File: src/rtl/conv_stream_feeder_if.sv
// Handshake bundle between the stream feeder (master) and the convolution accelerator (slave).
// A beat moves on every rising clk edge where valid && ready; once valid rises, valid and data hold until that edge.
interface conv_stream_feeder_if #(
  parameter int DW = 32
);
  logic          ifm_valid;
  logic [DW-1:0] ifm_data;
  logic          ifm_ready;
  logic          wht_valid;
  logic [DW-1:0] wht_data;
  logic          wht_ready;
  logic          out_valid;
  logic [DW-1:0] out_data;
  logic          out_ready;

  modport master (
    output ifm_valid, ifm_data, wht_valid, wht_data, out_ready,
    input  ifm_ready, wht_ready, out_valid, out_data
  );

  modport slave (
    input  ifm_valid, ifm_data, wht_valid, wht_data, out_ready,
    output ifm_ready, wht_ready, out_valid, out_data
  );
endinterface

File: src/rtl/conv_stream_feeder.sv
// Per pass: kick the accelerator, stream IFM then weight beats from the source buffer
// through a 2-entry fall-through prefetch FIFO, then drain result beats into the sink.
module conv_stream_feeder #(
  parameter int            KERNEL_SIZE = 3,
  parameter int            CHANNELS    = 4,
  parameter int            PAD         = 1,
  parameter int            KERNEL_NUM  = 2,
  parameter int            PE_COLS     = 8,
  parameter int            IFM_SIZE    = 56,
  parameter int            DW          = 32,
  parameter int            AW          = 14,
  parameter logic [AW-1:0] WHT_BASE    = 14'h3000,
  parameter int            OUT_BEATS   = 16
) (
  input  logic          clk,
  input  logic          rst,
  input  logic          start,
  input  logic [5:0]    n_pass,
  output logic          src_rd_en,
  output logic [AW-1:0] src_rd_addr,
  input  logic [DW-1:0] src_rd_data,
  output logic          conv_start,
  conv_stream_feeder_if.master acc,
  output logic          sink_wr_en,
  output logic [AW-1:0] sink_wr_addr,
  output logic [DW-1:0] sink_wr_data,
  output logic          busy,
  output logic          done,
  output logic [2:0]    dbg_state
);
  localparam int IFM_BEATS = (IFM_SIZE + 2*PAD) * (KERNEL_SIZE + PE_COLS - 1) * CHANNELS / 4;
  localparam int WHT_BEATS = KERNEL_SIZE * KERNEL_SIZE * KERNEL_NUM * CHANNELS / 4;
  localparam int MAXB = (IFM_BEATS > WHT_BEATS)
                      ? ((IFM_BEATS > OUT_BEATS) ? IFM_BEATS : OUT_BEATS)
                      : ((WHT_BEATS > OUT_BEATS) ? WHT_BEATS : OUT_BEATS);
  localparam int CW = $clog2(MAXB + 1);
  localparam logic [CW-1:0] IFM_LAST = CW'(IFM_BEATS - 1);
  localparam logic [CW-1:0] IFM_N    = CW'(IFM_BEATS);
  localparam logic [CW-1:0] WHT_N    = CW'(WHT_BEATS);
  localparam logic [CW-1:0] OUT_LAST = CW'(OUT_BEATS - 1);

  typedef enum logic [2:0] {
    S_IDLE, S_KICK, S_SEND_IFM, S_SEND_WHT, S_DRAIN, S_FIN
  } state_t;

  state_t        state, state_nx;
  logic [5:0]    n_pass_q, pass_cnt;
  logic [CW-1:0] beat_cnt, out_cnt;
  logic [AW-1:0] ifm_ptr, wht_ptr, sink_ptr;
  logic [DW:0]   fifo_mem [2];
  logic          rd_ptr, wr_ptr;
  logic [1:0]    count;
  logic          inflight, inflight_tag;

  logic [DW:0]   head_entry;
  logic          head_valid, ifm_v, wht_v, pop;
  logic          phase_left, issue, store_push, store_pop;
  logic          out_fire, last_out, more_pass;

  // The read returning this cycle acts as the FIFO head when nothing is stored,
  // which keeps one beat per cycle with no extra latency.
  always_comb begin
    head_entry = (count != 2'd0) ? fifo_mem[rd_ptr] : {inflight_tag, src_rd_data};
    head_valid = (count != 2'd0) || inflight;
    ifm_v      = head_valid && !head_entry[DW];
    wht_v      = head_valid &&  head_entry[DW];
    pop        = (ifm_v && acc.ifm_ready) || (wht_v && acc.wht_ready);
    phase_left = ((state == S_SEND_IFM) && (beat_cnt < IFM_N)) ||
                 ((state == S_SEND_WHT) && (beat_cnt < WHT_N));
    issue      = phase_left && ((({1'b0, count} + {2'b00, inflight}) < 3'd2) || pop);
    store_push = inflight && !((count == 2'd0) && pop);
    store_pop  = pop && (count != 2'd0);
    out_fire   = (state == S_DRAIN) && acc.out_valid;
    last_out   = out_fire && (out_cnt == OUT_LAST);
    more_pass  = ({1'b0, pass_cnt} + 7'd1) < {1'b0, n_pass_q};
  end

  always_ff @(posedge clk) begin
    if (rst) state <= S_IDLE;
    else     state <= state_nx;
  end

  always_comb begin
    state_nx = state;
    case (state)
      S_IDLE:     if (start) state_nx = S_KICK;
      S_KICK:     state_nx = S_SEND_IFM;
      S_SEND_IFM: if (issue && (beat_cnt == IFM_LAST)) state_nx = S_SEND_WHT;
      S_SEND_WHT: if ((beat_cnt == WHT_N) && (count == 2'd0) && !inflight) state_nx = S_DRAIN;
      S_DRAIN:    if (last_out) state_nx = more_pass ? S_KICK : S_FIN;
      S_FIN:      state_nx = S_IDLE;
      default:    state_nx = S_IDLE;
    endcase
  end

  always_comb begin
    src_rd_en     = issue;
    src_rd_addr   = issue ? ((state == S_SEND_WHT) ? wht_ptr : ifm_ptr) : '0;
    conv_start    = (state == S_KICK);
    busy          = (state != S_IDLE);
    done          = (state == S_FIN);
    acc.ifm_valid = ifm_v;
    acc.ifm_data  = ifm_v ? head_entry[DW-1:0] : '0;
    acc.wht_valid = wht_v;
    acc.wht_data  = wht_v ? head_entry[DW-1:0] : '0;
    acc.out_ready = (state == S_DRAIN);
    sink_wr_en    = out_fire;
    sink_wr_addr  = sink_ptr;
    sink_wr_data  = out_fire ? acc.out_data : '0;
    dbg_state     = state;
  end

  always_ff @(posedge clk) begin
    if (rst) begin
      n_pass_q     <= '0;
      pass_cnt     <= '0;
      beat_cnt     <= '0;
      out_cnt      <= '0;
      ifm_ptr      <= '0;
      wht_ptr      <= '0;
      sink_ptr     <= '0;
      rd_ptr       <= 1'b0;
      wr_ptr       <= 1'b0;
      count        <= '0;
      inflight     <= 1'b0;
      inflight_tag <= 1'b0;
    end else begin
      if ((state == S_IDLE) && start) begin
        n_pass_q <= (n_pass == 6'd0) ? 6'd1 : n_pass;
        pass_cnt <= '0;
        ifm_ptr  <= '0;
        wht_ptr  <= WHT_BASE;
        sink_ptr <= '0;
      end
      if ((state == S_KICK) || ((state == S_SEND_IFM) && (state_nx == S_SEND_WHT)))
        beat_cnt <= '0;
      else if (issue)
        beat_cnt <= beat_cnt + CW'(1);
      if (issue) begin
        if (state == S_SEND_WHT) wht_ptr <= wht_ptr + AW'(1);
        else                     ifm_ptr <= ifm_ptr + AW'(1);
      end
      inflight     <= issue;
      inflight_tag <= (state == S_SEND_WHT);
      if (store_push) wr_ptr <= ~wr_ptr;
      if (store_pop)  rd_ptr <= ~rd_ptr;
      case ({store_push, store_pop})
        2'b10:   count <= count + 2'd1;
        2'b01:   count <= count - 2'd1;
        default: count <= count;
      endcase
      if (state == S_KICK) out_cnt <= '0;
      else if (out_fire)   out_cnt <= out_cnt + CW'(1);
      if (out_fire) sink_ptr <= sink_ptr + AW'(1);
      if (last_out) pass_cnt <= pass_cnt + 6'd1;
    end
  end

  always_ff @(posedge clk) begin
    if (store_push) fifo_mem[wr_ptr] <= {inflight_tag, src_rd_data};
  end
endmodule

File: src/flat_wrapper.sv
// flat-port wrapper written by rule: the top's interface ports become plain ports
module conv_stream_feeder_flat 
#(
  parameter int            KERNEL_SIZE = 3,
  parameter int            CHANNELS    = 4,
  parameter int            PAD         = 1,
  parameter int            KERNEL_NUM  = 2,
  parameter int            PE_COLS     = 8,
  parameter int            IFM_SIZE    = 56,
  parameter int            DW          = 32,
  parameter int            AW          = 14,
  parameter logic [AW-1:0] WHT_BASE    = 14'h3000,
  parameter int            OUT_BEATS   = 16
)
  (clk, rst, start, n_pass, src_rd_en, src_rd_addr, src_rd_data, conv_start, sink_wr_en, sink_wr_addr, sink_wr_data, busy, done, dbg_state, acc_ifm_valid, acc_ifm_data, acc_wht_valid, acc_wht_data, acc_out_ready, acc_ifm_ready, acc_wht_ready, acc_out_valid, acc_out_data);
  conv_stream_feeder_if #(.DW(DW)) acc_i ();
  input  logic clk;
  input  logic rst;
  input  logic start;
  input  logic [5:0] n_pass;
  output logic src_rd_en;
  output logic [AW-1:0] src_rd_addr;
  input  logic [DW-1:0] src_rd_data;
  output logic conv_start;
  output logic sink_wr_en;
  output logic [AW-1:0] sink_wr_addr;
  output logic [DW-1:0] sink_wr_data;
  output logic busy;
  output logic done;
  output logic [2:0] dbg_state;
  output wire logic [$bits(acc_i.ifm_valid)-1:0] acc_ifm_valid;
  output wire logic [$bits(acc_i.ifm_data)-1:0] acc_ifm_data;
  output wire logic [$bits(acc_i.wht_valid)-1:0] acc_wht_valid;
  output wire logic [$bits(acc_i.wht_data)-1:0] acc_wht_data;
  output wire logic [$bits(acc_i.out_ready)-1:0] acc_out_ready;
  input wire logic [$bits(acc_i.ifm_ready)-1:0] acc_ifm_ready;
  input wire logic [$bits(acc_i.wht_ready)-1:0] acc_wht_ready;
  input wire logic [$bits(acc_i.out_valid)-1:0] acc_out_valid;
  input wire logic [$bits(acc_i.out_data)-1:0] acc_out_data;
  assign acc_ifm_valid = acc_i.ifm_valid;
  assign acc_ifm_data = acc_i.ifm_data;
  assign acc_wht_valid = acc_i.wht_valid;
  assign acc_wht_data = acc_i.wht_data;
  assign acc_out_ready = acc_i.out_ready;
  assign acc_i.ifm_ready = acc_ifm_ready;
  assign acc_i.wht_ready = acc_wht_ready;
  assign acc_i.out_valid = acc_out_valid;
  assign acc_i.out_data = acc_out_data;
  conv_stream_feeder #(.KERNEL_SIZE(KERNEL_SIZE), .CHANNELS(CHANNELS), .PAD(PAD), .KERNEL_NUM(KERNEL_NUM), .PE_COLS(PE_COLS), .IFM_SIZE(IFM_SIZE), .DW(DW), .AW(AW), .WHT_BASE(WHT_BASE), .OUT_BEATS(OUT_BEATS)) u_core (.clk(clk), .rst(rst), .start(start), .n_pass(n_pass), .src_rd_en(src_rd_en), .src_rd_addr(src_rd_addr), .src_rd_data(src_rd_data), .conv_start(conv_start), .acc(acc_i), .sink_wr_en(sink_wr_en), .sink_wr_addr(sink_wr_addr), .sink_wr_data(sink_wr_data), .busy(busy), .done(done), .dbg_state(dbg_state));
endmodule
File: config.mk
export PLATFORM = sky130hd
export DESIGN_NAME = conv_stream_feeder_flat
export DESIGN_NICKNAME = d
export VERILOG_FILES = /design/src/rtl/conv_stream_feeder_if.sv /design/src/rtl/conv_stream_feeder.sv /design/src/flat_wrapper.sv
export SDC_FILE = /design/constraint.sdc
export NUM_CORES = 1
export LEC_CHECK = 0
export CORE_MARGIN = 2
export CORE_UTILIZATION = 49
export DETAILED_ROUTE_END_ITERATION = 7
export PLACE_DENSITY_LB_ADDON = 0.25
export SETUP_SLACK_MARGIN = 0.3
export SLEW_MARGIN = 10
export SYNTH_ARGS = -nofsm -noshare
export SYNTH_HDL_FRONTEND = slang
export SYNTH_SLANG_ARGS = --single-unit
File: constraint.sdc
create_clock -name clk -period 2.9 [get_ports clk]
set_input_delay 0.58 -clock clk [delete_from_list [all_inputs] [get_ports clk]]
set_output_delay 0.58 -clock clk [all_outputs]
set_load 0.05 [all_outputs]
== Yosys cells after proc, flatten, opt, wreduce, memory -nomap -nowiden ==
Memory sizes are Yosys's and may differ from the RTL's. A register that Yosys moved wholly into a read port is not among the register bits.
Index checks and enable logic that the tools add are counted.

* Flip-flop bits (word level): 83
* Bits in writable memories: 66
* Bits of input ports: 76
* Output and inout port bits: 135
* Memories kept: 1

* Add/sub/neg operators: 10
* Magnitude comparators: 4
* Equality and inequality tests: 11
* Mux-type cells: 28
* Bitwise operators: 2
* Reduce and logical (&&, ||, !) cells: 35

{| class="wikitable"
|+ Memory list
! name !! depth !! bits a word !! read ports !! clocked after Yosys merged registers in !! wr ports !! line !! RTL
|-
| u_core.fifo_mem || 2 || 33 || 1 || 1 || 1 || conv_stream_feeder.sv:50 || <nowiki>logic [DW:0] fifo_mem [2];</nowiki>
|}

{| class="wikitable"
|+ Operators with widths
! operator !! number
|-
| $mux 14 || 10
|-
| $mux 32 || 3
|-
| $add 14x1->14 const B || 3
|-
| $mux 33 || 1
|-
| $add 10x1->10 const B || 2
|-
| $mux 6 || 3
|-
| $logic_and 1x1->1 || 17
|-
| $mux 3 || 5
|-
| $pmux 3 s5 || 1
|-
| $eq 10x10->1 const B || 1
|-
| $eq 10x4->1 const B || 1
|-
| $eq 10x5->1 const B || 1
|-
| $lt 10x10->1 const B || 1
|-
| $lt 10x5->1 const B || 1
|-
| $eq 3x2->1 const B || 3
|-
| $reduce_bool 2->1 || 4
|-
| $add 6x1->7 const B || 1
|-
| $lt 7x6->1 || 1
|-
| $add 6x1->6 const B || 1
|-
| $eq 3x3->1 const B || 2
|-
| $logic_not 6->1 || 1
|-
| $logic_or 1x1->1 || 5
|-
| $mux 1 || 4
|-
| $pmux 2 s2 || 1
|-
| 13 further kinds || 17
|}

== Logic depth before layout (Yosys ltp) ==
Gate-level depths: netlist of run 1.

* Depth in word-level cells: 15
* Gate-level depth with buffers: 9
* Depth with buffers taken out: 9

== Least setup slack after synthesis of run 1 ==
No wires, ideal clock.

* Path kind: flip-flop to output port
* From: register u_core.state[1] (netlist: u_core.dbg_state[1])
* To: output src_rd_addr[10]
* Data arrival time: 2981 ps
* Path slack: -661 ps
* Cell stages (with the launch flop): 8
* Path buffers: 3
* Cells stage by stage: dfxtp_1 -> or3b_1 -> a311o_1 -> a22o_4 -> buf_6 -> buf_2 -> buf_2 -> a21oi_1

* Longest elaborated chain between the ends: 5

{| class="wikitable"
|+ Ends and longest elaborated chain
! element !! line !! RTL
|-
| start: declaration || conv_stream_feeder.sv:46 || <nowiki>state_t state, state_nx;</nowiki>
|-
| start signal: assignment || conv_stream_feeder.sv:80 || <nowiki>else state <= state_nx;</nowiki>
|-
| $eq 3x2->1 (on tied branches) || conv_stream_feeder.sv:68, conv_stream_feeder.sv:69, conv_stream_feeder.sv:98 ||
|-
| $logic_and 1x1->1 (on tied branches) || conv_stream_feeder.sv:68, conv_stream_feeder.sv:69 ||
|-
| $logic_or 1x1->1 || conv_stream_feeder.sv:68 || <nowiki>phase_left = ((state == S_SEND_IFM) && (beat_cnt < IFM_N)) ||</nowiki>
|-
| $logic_and 1x1->1 || conv_stream_feeder.sv:70 || <nowiki>issue = phase_left && ((({1'b0, count} + {2'b00, inflight}) < 3'd2) || pop);</nowiki>
|-
| $mux 14 * || conv_stream_feeder.sv:98 || <nowiki>src_rd_addr = issue ? ((state == S_SEND_WHT) ? wht_ptr : ifm_ptr) : '0;</nowiki>
|-
| end: declaration || flat_wrapper.sv:22 || <nowiki>output logic [AW-1:0] src_rd_addr;</nowiki>
|}

Mark *: on every way between the ends. The rest lies on a longest branch, timed or not.

== Worst setup path in the final report of run 1 ==
* From: register u_core.beat_cnt[3]
* To: output src_rd_addr[10]

* Longest elaborated chain between the ends: 5

{| class="wikitable"
|+ Ends and longest elaborated chain
! element !! line !! RTL
|-
| start: declaration || conv_stream_feeder.sv:48 || <nowiki>logic [CW-1:0] beat_cnt, out_cnt;</nowiki>
|-
| start signal: assignment || conv_stream_feeder.sv:138 || <nowiki>beat_cnt <= beat_cnt + CW'(1);</nowiki>
|-
| $lt 10x10->1 or $lt 10x5->1 (tied branches) || conv_stream_feeder.sv:68, conv_stream_feeder.sv:69 ||
|-
| $logic_and 1x1->1 (on tied branches) || conv_stream_feeder.sv:68, conv_stream_feeder.sv:69 ||
|-
| $logic_or 1x1->1 * || conv_stream_feeder.sv:68 ||
|-
| $logic_and 1x1->1 * || conv_stream_feeder.sv:70 ||
|-
| $mux 14 * || conv_stream_feeder.sv:98 ||
|}

Marked as above.

==> results.py, run 1 <==
metrics = {
    "placement": {
        "finalWeightedCongestion": 0.847,
        "buffer_ports.inserted": 210,
        "place_area_mm2": 0.0103,
        "detailed_place_hpwl_um": 13800,
    },
    "timing": {
        "tightestPinTransition_ns": 0.588,
        "slew_viol_final": 0,
        "unrepaired_setup_endpoints_after_global_routing": "true",
        "timing.final.hold_violations": 0,
        "final_critical_path_required_period_ns": 2.95,
        "finalSetupViolCount": 15,
        "worst_clock_skew_ns": 0.00794,
        "max-slew-margin-rel_pct": 60.8,
        "layout_setup_ws_ns": -0.0489,
        "period_share_pct": 102,
        "fmax_mhz": 339,
    },
    "min_path": {
        "hold_start": "u_core.n_pass_q[5]",
        "hold_path_depth": 2,
        "hold_path_end": "u_core.n_pass_q[5]",
        "hold_path.class": "flip-flop to flip-flop",
    },
    "final_layout": {
        "syn2layout_area_growth_pct": 48.0,
        "fill_cell_count": 1156,
        "stdcell_area_mm2": 0.0112,
        "finalCoreUtilization_pct": 74.2,
        "finish.net_count": 1163,
        "antenna_fix_cells": 0,
        "post_route_cells_drive_above_1_share_pct": 22.4,
    },
    "die": {
        "fp-row-count": 45,
        "initial_cell_density_of_the_core_pct": 50.1,
        "die_y_um": 128,
        "core_mm2": 0.0151,
        "die_w_um": 128,
        "ios": 211,
        "die-area_mm2": 0.0165,
    },
    "grt": {
        "grt_start_max_net_pins": 55,
        "grt-ovfl-total": 0,
        "grt_pass1_vias": 6650,
        "first_pass_grt_wire_length_um": 32200,
        "globalRouteTotalUtil_pct": 24.4,
        "antenna_violations_before_repair": 0,
    },
    "synth": {
        "synth_common_cells": "143 x sky130_fd_sc_hd__nor2_1, 95 x sky130_fd_sc_hd__a21oi_1, 84 x sky130_fd_sc_hd__dfxtp_1",
        "synthFlopType": "sky130_fd_sc_hd__dfxtp_1",
        "portion_of_the_post_synthesis_area_used_by_sequential_elements_pct": 48.3,
        "ys_warn_count": 0,
        "synth_largest_type_area_fraction_pct": 26.1,
        "synth_largest_area_cell": "sky130_fd_sc_hd__edfxtp_1",
        "synth_enable_flop_cells": 66,
        "synth_nets": 943,
        "syn-cell-area_mm2": 0.00759,
        "yosys.cell_count.top_type": "sky130_fd_sc_hd__nor2_1",
        "syn_inst": 854,
        "post_synth.cell_area_avg_um2": 8.89,
        "synth.ff_latch_count": 150,
        "synth_top_area_cells": "sky130_fd_sc_hd__edfxtp_1 26%, sky130_fd_sc_hd__dfxtp_1 22%, sky130_fd_sc_hd__nor2_1 7.1%",
        "postSynth.asyncResetShare_pct": 0,
        "synth_cell_type_count": 57,
    },
    "worst_setup_path": {
        "max_stage_delay_ns": 0.53,
        "worst-setup-path-type": "flip-flop to primary output",
        "reg2reg_depth": 7,
        "r2r_slack_ns": 0.32,
        "cell_count_along_the_critical_path": 6,
        "crit_family": "compound AO/OA/AOI/OAI gates",
        "crit-reg2reg-capture": "u_core.beat_cnt[9]",
        "worstReg2RegStart": "u_core.beat_cnt[3]",
        "crit_chain": "or4_4 > a311o_1 > a22o_4 > buf_12 > a21oi_4 > buf_6",
        "worst_path_max_delay_cell": "sky130_fd_sc_hd__or4_4",
        "critPathBufInv": 2,
        "data_required_time_of_the_critical_path_ns": 2.32,
        "critPathCaptureType": "primary output",
        "cp.arrival_ns": 2.37,
        "critical_path_peak_fanout": 7,
        "worstSetupStartpointType": "flip-flop",
    },
    "route": {
        "drc_violation_count_after_routing": 0,
        "iteration_0_drc_markers": 576,
        "detailroute.via_count": 7179,
        "avgRoutedWirePerCell_um": 15.7,
        "route.detailed.vias_per_inst": 5.63,
        "drt_wl_total_um": 20100,
        "postRouteAntennaNets": 0,
        "drt-pass1-iter-count": 5,
    },
    "power": {
        "power_leakage_uw": 0.00406,
        "power_uw": 5730,
        "power_per_cell_area_mw_per_mm2": 510,
        "max_ir_drop_vdd_mv": 0.451,
    },
    "outcome": {
        "violations_in_the_final_reports": "setup timing",
        "result_of_the_run": "finished, violations left",
    },
    "cts": {
        "tritoncts.num_buffers": 17,
        "tritoncts_num_sinks": 150,
        "clock_insertion_delay_worst_skew_ns": 0.42,
        "cts.htree.levels": 4,
        "cts.hold.buffers_added": 0,
        "clock_tree_from_tritoncts": "done",
        "clk_root_buffer_cell": "sky130_fd_sc_hd__clkbuf_16",
        "clk_transition_reported_paths_ns": 0.06,
        "max_buffers_root_to_sink": 2,
    },
    "job": {
        "timing.max_cap.violations": 0,
    },
}
-- power breakdown --
group / total, µW / switching [µW] / leakage [µW] / internal [µW]
logic: 1140 / 711 / 0.00248 / 425
clock network: 2320 / 878 / 0.000299 / 1440
registers: 2270 / 31.0 / 0.00128 / 2240
total: 5730 / 1620 / 0.00406 / 4110
-- area by class of cell --
cell class / count / area [µm²] / area share [%]
multi-input cells: 637 / 3890 / 34.6
clock buffers: 20 / 468 / 4.17
clock inverters: 12 / 165 / 1.47
flip-flops and latches: 150 / 3680 / 32.8
well taps: 188 / 235 / 2.09
inverters: 18 / 75.1 / 0.668
repair buffers: 250 / 2720 / 24.2
-- worst max-delay path by stage --
stage                                    from         endpoint
after detailed placement        acc_ifm_ready  src_rd_addr[13]
after floorplan           u_core.dbg_state[2]  src_rd_addr[10]
final                      u_core.beat_cnt[3]  src_rd_addr[10]
after global routing       u_core.beat_cnt[3]  src_rd_addr[11]
after global placement          acc_ifm_ready   src_rd_addr[1]
after CTS                  u_core.beat_cnt[3]  src_rd_addr[10]
-- kinds of logic (layout without fill, tap and decap cells) --
group / count (synthesis) / in the layout / synth area share (%)
flops: 150 / 150 / 48.3
compound gates: 173 / 174 / 13.7
buf+inv: 68 / 300 / 3.63
mux: 41 / 41 / 5.47
fa+ha+maj: 13 / 13 / 2.14
xor+xnor: 17 / 17 / 1.96
simple gates: 392 / 392 / 24.8
-- layer usage --
layer,GRT usage [%],wire length [µm],share of wire (%)
met5,0,0,0
met4,7.69,286,1.4
met3,6.61,1810,9.0
met2,39.9,9490,47
met1,31.7,8460,42
-- flip-flops by register name, indices dropped and copies added, names as in the netlist, named ones only --
name                 flops
u_core.inflight_tag      1
u_core.beat_cnt         10
u_core.wht_ptr          14
u_core.pass_cnt          6
u_core.n_pass_q          6
u_core.inflight          1
u_core.ifm_ptr          14
u_core.dbg_state         3
u_core.fifo_mem         66
u_core.count             2
u_core.wr_ptr            1
u_core.rd_ptr            1
u_core.sink_wr_addr     14
u_core.out_cnt          10
-- cell usage in the layout, fill, tap and decap left out, types with 13 or more instances in the layout --
| cell | n |
|---|---|
| sky130_fd_sc_hd__nor3_1 | 14 |
| sky130_fd_sc_hd__o21ai_0 | 18 |
| sky130_fd_sc_hd__buf_12 | 39 |
| sky130_fd_sc_hd__mux2i_1 | 34 |
| sky130_fd_sc_hd__nand3_1 | 38 |
| sky130_fd_sc_hd__nand2_1 | 79 |
| sky130_fd_sc_hd__buf_4 | 94 |
| sky130_fd_sc_hd__dfxtp_1 | 77 |
| sky130_fd_sc_hd__inv_1 | 17 |
| sky130_fd_sc_hd__clkdlybuf4s50_1 | 91 |
| sky130_fd_sc_hd__a21oi_4 | 14 |
| sky130_fd_sc_hd__nor2_1 | 140 |
| sky130_fd_sc_hd__clkbuf_16 | 18 |
| sky130_fd_sc_hd__a21oi_1 | 80 |
| sky130_fd_sc_hd__edfxtp_1 | 66 |
| sky130_fd_sc_hd__or3_1 | 22 |
| sky130_fd_sc_hd__ha_1 | 13 |
| sky130_fd_sc_hd__and2_1 | 25 |
| sky130_fd_sc_hd__buf_6 | 18 |
-- stage by stage --
step	setup TNS [ns]	hold WS (ns)	cells	worst slack, ns
5_1_grt	-1.06	0.482	1275	-0.0957
3_5_place_dp	0	0.450	1227	0.227
4_1_cts	-1.20	0.458	1272	-0.104
3_3_place_gp	0	0.443	1227	0.251
6_report	-0.433	0.455	1275	-0.0489
2_1_floorplan	0	0.434	854	0.0485
-- repair_timing --
| action | in CTS | in global routing |
|---|---|---|
| setup buffers | 10 | 3 |
| cloned | 3 | 0 |
| pin swaps | 5 | 3 |
| endpoints found under the setup margin | 64 | 79 |
| resized for setup | 33 | 14 |
-- worst register-to-register path: cells and delay by family (launching register included) --
kind / cells / cell delay [ns]
buffers and inverters: 2 / 0.36
AOI/OAI and AO/OA: 3 / 0.75
and+or+nand+nor: 2 / 1.08
DFF: 1 / 0.34
Power figures use the tool's default switching activity.
==> run 2: changes to the inputs <==
==> constraint.sdc (replaced) <==
create_clock -name clk -period 2.8 [get_ports clk]
set_input_delay 0.56 -clock clk [delete_from_list [all_inputs] [get_ports clk]]
set_output_delay 0.56 -clock clk [all_outputs]
set_load 0.05 [all_outputs]
==> run 2 against run 1 <==
The run still ends with setup timing left; hold slack gained 0.0013 ns; worst setup slack got worse by 0.063 ns; sequential power up 4%; critical path depth did not move; largest cell class unchanged; global-route usage up 5.9 points; critical endpoint is now src_rd_addr[11]; routed wire length up 29%; total power increased by 22%; via count is 6.9% higher; critical path type unchanged.
==> results.py, run 2 (synthesized netlist as in run 1, its figures left out) <==
metrics = {
    "outcome": {
        "violations_in_the_final_reports": "setup timing",
        "result_of_the_run": "finished, violations left",
    },
    "worst_setup_path": {
        "worstSetupStartpointType": "flip-flop",
        "cp.arrival_ns": 2.35,
        "data_required_time_of_the_critical_path_ns": 2.24,
        "crit_family": "compound AO/OA/AOI/OAI gates",
        "critical_path_peak_fanout": 8,
        "critPathBufInv": 2,
        "critPathCaptureType": "primary output",
        "worst_path_max_delay_cell": "sky130_fd_sc_hd__or4_4",
        "max_stage_delay_ns": 0.53,
        "worst-setup-path-type": "flip-flop to primary output",
        "crit_chain": "or4_4 > a311o_1 > a22o_4 > buf_12 > a21oi_4 > buf_6",
    },
    "final_layout": {
        "mostFrequentLayoutCells": "91 x sky130_fd_sc_hd__clkdlybuf4s50_1, 80 x sky130_fd_sc_hd__buf_12, 79 x sky130_fd_sc_hd__nand2_1",
        "finish.net_count": 1192,
        "syn2layout_area_growth_pct": 71.7,
        "post_route_cells_drive_above_1_share_pct": 33.2,
        "largest_register": "u_core.fifo_mem",
        "finalCoreUtilization_pct": 86.0,
        "stdcell_count": 1304,
        "max_reg_flops": 66,
        "layout.cells.most_common": "sky130_fd_sc_hd__clkdlybuf4s50_1",
        "antenna_fix_cells": 0,
    },
    "timing": {
        "worst_clock_skew_ns": 0.0107,
        "period_share_pct": 104,
        "timing.final.hold_violations": 0,
        "fmax_mhz": 343,
        "slew_viol_final": 0,
        "max-slew-margin-rel_pct": 59.0,
        "fin_setup_tns_ns": -1.36,
        "layout_setup_ws_ns": -0.112,
        "final_critical_path_required_period_ns": 2.91,
        "tightestPinTransition_ns": 0.613,
        "finalSetupViolCount": 17,
        "unrepaired_setup_endpoints_after_global_routing": "true",
    },
    "cts": {
        "clk_transition_reported_paths_ns": 0.06,
        "tritoncts_num_sinks": 150,
        "cts.hold.buffers_added": 0,
        "clock_tree_from_tritoncts": "done",
        "max_buffers_root_to_sink": 2,
        "clk_root_buffer_cell": "sky130_fd_sc_hd__clkbuf_16",
        "clock_insertion_delay_worst_skew_ns": 0.43,
        "tritoncts.num_buffers": 17,
        "cts.htree.levels": 4,
    },
    "grt": {
        "grt_start_max_net_pins": 55,
        "globalRouteTotalUtil_pct": 30.3,
        "first_pass_grt_wire_length_um": 38800,
        "grt-ovfl-total": 0,
        "antenna_violations_before_repair": 0,
        "grt_pass1_vias": 7426,
    },
    "min_path": {
        "hold_path.class": "flip-flop to flip-flop",
    },
    "power": {
        "power_uw": 6990,
        "max_ir_drop_vdd_mv": 0.310,
        "power_per_cell_area_mw_per_mm2": 536,
        "power_leakage_uw": 0.00454,
    },
    "placement": {
        "dpl_worst_slack_ns": 0.117,
        "buffer_ports.inserted": 210,
        "detailed_place_hpwl_um": 14100,
        "cell_count_post_placement": 1231,
        "finalWeightedCongestion": 0.880,
    },
    "die": {
        "ios": 211,
        "die_y_um": 128,
        "core_mm2": 0.0151,
        "die-area_mm2": 0.0165,
        "fp-row-count": 45,
        "die_w_um": 128,
        "initial_cell_density_of_the_core_pct": 50.1,
    },
    "route": {
        "postRouteAntennaNets": 0,
        "detailroute.via_count": 7671,
        "drt_wl_total_um": 25900,
        "route.detailed.vias_per_inst": 5.88,
        "drt-pass1-iter-count": 5,
        "iteration_0_drc_markers": 690,
        "avgRoutedWirePerCell_um": 19.9,
        "drc_violation_count_after_routing": 0,
    },
    "job": {
        "timing.max_cap.violations": 0,
    },
}
-- run 2: where the power goes --
| group | switching (µW) | internal, µW |
|---|---|---|
| Sequential | 33.4 | 2320 |
| Clock | 940 | 1780 |
| Combinational | 1100 | 820 |
-- run 2: cell type report --
class / instances / area [µm²]
Clock inverter: 14 / 268
Clock buffer: 18 / 429
Multi-Input combinational cell: 637 / 4520
Timing Repair Buffer: 279 / 3830
Sequential cell: 150 / 3680
Inverter: 18 / 77.6
Tap cell: 188 / 235
Fill cell: 774 / 2110
-- run 2: worst register-to-register path: stages (launching register included) --
cell and delay, ns:
sky130_fd_sc_hd__dfxtp_2 0.32, sky130_fd_sc_hd__or4_4 0.53, sky130_fd_sc_hd__a311o_1 0.32, sky130_fd_sc_hd__a22o_4 0.31, sky130_fd_sc_hd__buf_4 0.17, sky130_fd_sc_hd__buf_16 0.12, sky130_fd_sc_hd__buf_6 0.13, sky130_fd_sc_hd__or4_4 0.51
sky130_fd_sc_hd__a21oi_2 0.14
-- run 2: worst paths after layout --
| kind | startpoint | end | slack (ns) | cells past startpoint |
|---|---|---|---|---|
| worst max register to register | u_core.beat_cnt[3] | u_core.wht_ptr[8] | 0.18 | 8 |
| worst min-delay path | u_core.n_pass_q[5] | u_core.n_pass_q[5] | 0.46 | 2 |
| worst min register to register | u_core.n_pass_q[5] | u_core.n_pass_q[5] | 0.46 | 2 |
| worst max-delay path | u_core.beat_cnt[3] | src_rd_addr[11] | -0.11 | 6 |
-- run 2: stage by stage --
stage | area [µm²] | hold WS, ns
floorplan | 7980 | 0.434
global placement | 10900 | 0.444
detailed placement | 10900 | 0.448
CTS | 12900 | 0.456
global route | 13000 | 0.488
finish | 13000 | 0.456
-- run 2: metal layers --
| layer | global-route usage, % | vias up | share of wire, % |
|---|---|---|---|
| li1 | - | 3566 | - |
| met3 | 7.44 | 56 | 7.3 |
| met1 | 35.8 | 3676 | 39 |
| met4 | 13.9 | 0 | 3.0 |
| met5 | 0 | - | 0 |
| met2 | 52.1 | 373 | 51 |
-- run 2: what timing repair did --
item / CTS / global route
endpoints found under the hold margin: 0 / 0
gates cloned: 10 / 1
buffers inserted: 27 / 3
pin swaps: 63 / 16
resized for setup: 187 / 20
endpoints found under the setup margin: 85 / 102
